`src/rtl/serial_add_ctrl.sv`:
```
// serial_add_ctrl: bit-serial adder controller sharing one external full_adder, LSB first.
// Optional SERIAL_ADD_OVF_EN adds an ovf output flagging two's-complement overflow.
module serial_add_ctrl #(
    parameter int WIDTH = 8
) (
    input  logic             clk,
    input  logic             rst_n,
    input  logic             in_valid,
    output logic             in_ready,
    input  logic [WIDTH-1:0] a,
    input  logic [WIDTH-1:0] b,
    input  logic             cin,
    output logic             fa_a,
    output logic             fa_b,
    output logic             fa_cin,
    input  logic             fa_sum,
    input  logic             fa_carry,
    output logic             out_valid,
    input  logic             out_ready,
    output logic [WIDTH-1:0] sum,
    output logic             cout,
`ifdef SERIAL_ADD_OVF_EN
    output logic             ovf,
`endif
    output logic             busy
);
    localparam int CW = $clog2(WIDTH) + 1;
    typedef enum logic [1:0] {IDLE, RUN, DONE} state_t;
    state_t state, state_n;
    logic [WIDTH-1:0] a_sh, b_sh;
    logic [CW-1:0] cnt;
    logic carry;
    logic last;
    assign last = cnt == CW'(WIDTH - 1);
    // state register
    always_ff @(posedge clk) begin
        if (!rst_n) state <= IDLE;
        else state <= state_n;
    end
    // next-state: accept in IDLE, WIDTH bit steps in RUN, hold DONE until consumed
    always_comb begin
        state_n = (state == IDLE) ? (in_valid ? RUN : IDLE) :
                  (state == RUN)  ? (last ? DONE : RUN) :
                                    (out_ready ? IDLE : DONE);
    end
    // outputs decoded from state; adder inputs are forced low outside RUN
    always_comb begin
        in_ready  = state == IDLE;
        out_valid = state == DONE;
        busy      = state != IDLE;
        fa_a      = (state == RUN) ? a_sh[0] : 1'b0;
        fa_b      = (state == RUN) ? b_sh[0] : 1'b0;
        fa_cin    = (state == RUN) ? carry : 1'b0;
    end
    // datapath: load on accept, then shift one sum bit in per RUN cycle
    always_ff @(posedge clk) begin
        if (!rst_n) begin
            a_sh  <= '0;
            b_sh  <= '0;
            carry <= 1'b0;
            cnt   <= '0;
            sum   <= '0;
            cout  <= 1'b0;
`ifdef SERIAL_ADD_OVF_EN
            ovf   <= 1'b0;
`endif
        end else if (state == IDLE && in_valid) begin
            a_sh  <= a;
            b_sh  <= b;
            carry <= cin;
            cnt   <= '0;
            sum   <= '0;
`ifdef SERIAL_ADD_OVF_EN
            ovf   <= 1'b0;
`endif
        end else if (state == RUN) begin
            carry <= fa_carry;
            sum   <= {fa_sum, sum[WIDTH-1:1]};
            a_sh  <= a_sh >> 1;
            b_sh  <= b_sh >> 1;
            cnt   <= cnt + 1'b1;
            if (last) begin
                cout <= fa_carry;
`ifdef SERIAL_ADD_OVF_EN
                ovf  <= carry ^ fa_carry;
`endif
            end
        end
    end
    // the external cell must behave as a full adder while it is in use
    a_fa_sum: assert property (@(posedge clk) disable iff (!rst_n)
        state == RUN |-> fa_sum == (fa_a ^ fa_b ^ fa_cin));
endmodule

```
`config.mk`:
```
export PLATFORM = sky130hd
export DESIGN_NAME = serial_add_ctrl
export DESIGN_NICKNAME = d
export VERILOG_FILES = /design/src/rtl/serial_add_ctrl.sv
export SDC_FILE = /design/constraint.sdc
export NUM_CORES = 1
export LEC_CHECK = 0
export BUFFER_PORTS_ARGS = -buffer_cell sky130_fd_sc_hd__clkbuf_2
export CAP_MARGIN = 20
export CORE_MARGIN = 1
export CORE_UTILIZATION = 54
export CTS_CLUSTER_DIAMETER = 30
export DETAILED_ROUTE_END_ITERATION = 8
export GPL_ROUTABILITY_DRIVEN = 1
export PLACE_DENSITY = 0.94
export SLEW_MARGIN = 0
export SYNTH_ARGS = -nofsm -noshare
export SYNTH_HDL_FRONTEND = slang
export SYNTH_SLANG_ARGS = --single-unit
```
`constraint.sdc`:
```
create_clock -name clk -period 3.9 [get_ports clk]
set_clock_uncertainty 0.2 [all_clocks]
set_input_delay 0.585 -clock clk [delete_from_list [all_inputs] [get_ports clk]]
set_output_delay 0.585 -clock clk [all_outputs]
set_load 0.03 [all_outputs]
```
**After elaboration in Yosys (flattened, before gate mapping)**

Cells that the tools add are included.

- Output and inout port bits: 15
- Register bits: 32
- Input port bits: 23
- Logic and storage cells: 33

- Multiplexer cells: 14
- Eq/ne operators: 3
- Add/subtract/negate cells: 1
- Bitwise logic cells: 2
- Reductions and logical operators: 6

Operator list:

| cell | number |
|---|---|
| $mux W8 | 4 |
| $mux W2 | 4 |
| $mux W1 | 6 |
| $add A4 B1 Y4 const B | 1 |
| $eq A4 B3 Y1 const B | 1 |
| $reduce_bool A2 Y1 | 2 |
| $reduce_and A3 Y1 | 1 |
| $eq A2 B1 Y1 const B | 1 |
| $eq A2 B2 Y1 const B | 1 |
| $logic_not A2 Y1 | 1 |
| $not A1 Y1 | 2 |
| $reduce_or A2 Y1 | 1 |
| $logic_and A1 B1 Y1 | 1 |

**Depth between registers and ports, before layout**

- Word-level depth: 4
- Gate-level depth with buffers: 6
- Gate-level depth less buffers: 4

**Worst setup path before layout**

Ideal clock, no wire load.

- Kind: reg-to-output
- Start point: reg state[1]
- End point: out fa_a
- Arrival: 1204 ps
- Stages on the path, launching flop included: 6
- Path buffers: 3
- Path slack: 1911 ps
- Required time: 3115 ps
- Cells stage by stage: dfxtp_1 buf_2 nor2b_1 buf_2 buf_2 and2_1

- Cells in the longest elaborated chain, start to end: 2

Ends and longest elaborated chain:

| element | line | source |
|---|---|---|
| start: declaration | 29 | `state_t state, state_n;` |
| start signal: assignment | 38 | `else state <= state_n;` |
| $eq A2 B1 Y1 | 51 | `fa_a = (state == RUN) ? a_sh[0] : 1'b0;` |
| $mux W1 | 51 |  |
| end: declaration | 13 | `output logic fa_a,` |

No other way between the ends.

**Final worst setup path**

- Start point: reg state[0]
- End point: out fa_a

The elaborated chain is that of the path after synthesis.

==> flow_metrics.tcl <==
set metrics [dict create \
    area_delta_synth_final_pct 17.9 \
    final.fill_count 176 \
    leading_cell_types_in_the_layout_fill_and_taps_excluded "38 x sky130_fd_sc_hd__a21oi_1, 37 x sky130_fd_sc_hd__clkbuf_2, 35 x sky130_fd_sc_hd__nand2_1, 32 x sky130_fd_sc_hd__dfxtp_1, 8 x sky130_fd_sc_hd__o21ai_0" \
    cts_setup_buffers 0 \
    worst-endpoint-required_ns 3.12 \
    start_util_pct 60.0 \
    start_kind "register" \
    worstPathCellList "nor2b_1, buf_4, and2_1, clkbuf_2" \
    finalSetupTns_ns 0 \
    cts_h_tree_depth 2 \
    post_drt_via_cell_ratio 5.44 \
    powerDensity_nw_per_um2 448 \
    first_global_vias 1098 \
    critical_path.max_fanout 26 \
    clock_sinks 32 \
    drive_gt1_share_pct 25.6 \
    synth_flop_cell "sky130_fd_sc_hd__dfxtp_1" \
    synth_edf_count 0 \
    synth_fp_nets 194 \
    gate_count_post_synth 170 \
    dieArea_um2 2760 \
    clk-insertion-delay-late_ns 0.34 \
    vdd_ir_drop_max_v 0.000426 \
    via_count 1256 \
    clk_pin_slew_ns 0.10 \
    firstDrtPassIters 4 \
    ioPinCount 38 \
    antenna_found_initial 0 \
    worst-setup-path-type "reg -> out" \
    synth_compound_area_share_pct 22.6 \
    relSlewSlack_pct 40.3 \
    grt_usage_pct 23.9 \
    final_count_of_hold_timing_violations 0 \
    fin_nets 226 \
    layout.cells.most_common "sky130_fd_sc_hd__a21oi_1" \
    synth.cell_area_um2 1380 \
    critical_path.slowest_cell "sky130_fd_sc_hd__dfxtp_1" \
    globalRoute.totalOverflow 0 \
    crit_path_max_incr_delay_ns 0.62 \
    globalplace.congestion 0.744 \
    post_cts_resize_count 0 \
    critical_path.n_buffers_inverters 2 \
    hold_path_class "reg -> reg" \
    post_synth_xor_area_fraction_pct 1.27 \
    maxCapViolations 0 \
    total_wirelength_mm 2.90 \
    grt_start_max_net_pins 27 \
    synth.yosys.seq_area_share_pct 46.5 \
    clockBufferDepth 2 \
    ys_seq_elements 32 \
    synth_fa_ha_area_share_pct 0.908 \
    worstSetupEndpointType "output pin" \
    floorplan.rows 17 \
    cts_tree "done" \
    ant_nets 0 \
    antenna_cells_inserted 0 \
    routed_wire_length_per_instance_um 12.6 \
    fmax_mhz 387 \
    drt_iter0_markers 35 \
    core_um2 2300 \
    synth_top_family_by_area "compound AO/OA/AOI/OAI gates" \
    cts_hold_buffers 0 \
    tritoncts.num_buffers 5 \
    synth.yosys.warnings 0 \
    hpwlAfterDp_mm 1.96 \
    die_height_um 52.5 \
    drc 0 \
    synth-simple-area-share_pct 21.6 \
    status "completed" \
    async_flop_share_pct 0 \
    io_buffers 37 \
    setup_viol_count_final 0 \
    finalHoldWorstSlack_ns 0.256 \
    final.period_utilization_pct 66.3 \
    yosys.cell_types.count 28 \
    critical-path-top-delay-family "flip-flops" \
    fin_crit_ns 2.58 \
    grt_first_pass_wirelength_mm 4.70 \
    timing.final.max_slew_violations 0 \
    die_width_um 52.5 \
    worst-slew-pin-transition_ns 0.895 \
    post_synth.cell_area_avg_um2 8.10 \
    synthMuxAreaShare_pct 0.727 \
    grt_setup_unrepaired "false" \
    cts-root-buf "sky130_fd_sc_hd__clkbuf_4" \
    total_leakage_power_nw 0.668 \
    worst-endpoint-arrival_ns 1.80 \
]
-- state kept, by name, summed over array words and instances (netlist names) --
signal and flops:
a_sh 8, b_sh 8, sum 8, cnt 4, state 2, carry 1, cout 1
-- power breakdown --
group | internal [W] | leakage, nW | total, W | switching [W]
Combinational | 0.0000353 | 0.355 | 0.0000894 | 0.0000540
Sequential | 0.000344 | 0.262 | 0.000357 | 0.0000121
Clock | 0.000170 | 0.0515 | 0.000282 | 0.000112
Total | 0.000550 | 0.668 | 0.000728 | 0.000178
-- metal layers --
metal  vias up  routed length, um  global-route usage (%)
met5         -                  0                       0
met3         6                191                    8.41
met4         0                 46                    13.6
li1        638                  -                       -
met1       559               1190                    27.8
met2        53               1480                    37.6
-- cells by family (layout without fill, tap and decap cells) --
group | count (synthesis) | after routing
multiplexers | 1 | 1
AO/OA/AOI/OAI | 57 | 57
flip-flops | 32 | 32
AND/OR/NAND/NOR | 61 | 61
adder cells (fa/ha/maj) | 1 | 1
buffers and inverters | 16 | 49
XOR/XNOR | 2 | 2
-- tightest hold or removal path, stage by stage (launching register included) --
cell and delay (ns):
sky130_fd_sc_hd__dfxtp_1 0.32, sky130_fd_sc_hd__nand2_1 0.05, sky130_fd_sc_hd__a21oi_1 0.05
-- path summary, 6_finish.rpt --
kind	startpoint	to	slack, ns	cells after the start
setup / recovery	state[0]	fa_a	1.32	4
hold / removal	b_sh[3]	b_sh[2]	0.26	2
setup reg to reg	state[0]	cnt[3]	1.71	3
hold reg to reg	b_sh[3]	b_sh[2]	0.26	2
-- cell type report --
class	count	area (um2)	share of cell area (%)
inverter	3	11.3	0.693
clock buffer	7	65.1	4.01
tap	28	35.0	2.16
clock inverter	1	30.0	1.85
sequential	32	641	39.4
timing repair buffer	38	193	11.9
multi-input combinational	122	649	40.0
-- Yosys cell counts (3+ instances only) --
master | number | area [um2]
sky130_fd_sc_hd__nor2b_1 | 5 | 31.3
sky130_fd_sc_hd__buf_4 | 3 | 22.5
sky130_fd_sc_hd__o21ai_1 | 5 | 25.0
sky130_fd_sc_hd__o21ai_0 | 8 | 40.0
sky130_fd_sc_hd__and2_1 | 3 | 18.8
sky130_fd_sc_hd__nand3_1 | 3 | 15.0
sky130_fd_sc_hd__o221a_2 | 3 | 33.8
sky130_fd_sc_hd__inv_1 | 3 | 11.3
sky130_fd_sc_hd__a21oi_1 | 38 | 190
sky130_fd_sc_hd__dfxtp_1 | 32 | 641
sky130_fd_sc_hd__buf_2 | 7 | 35.0
sky130_fd_sc_hd__nor2_1 | 6 | 22.5
sky130_fd_sc_hd__nand2_1 | 35 | 131
-- stage by stage --
stage | total power [W] | cell area [um2] | util, % | setup WS (ns) | instances
finish | 0.000728 | 1620 | 70.7 | 1.32 | 231
global route | 0.000757 | 1620 | 70.7 | 1.17 | 231
CTS | 0.000730 | 1620 | 70.7 | 1.31 | 231
detailed placement | 0.000453 | 1530 | 66.6 | 1.69 | 223
global placement | 0.000447 | 1530 | 66.6 | 1.77 | 223
floorplan | 0.000431 | 1380 | - | 1.91 | 170
Note: power is estimated with default switching activity, not from simulation.
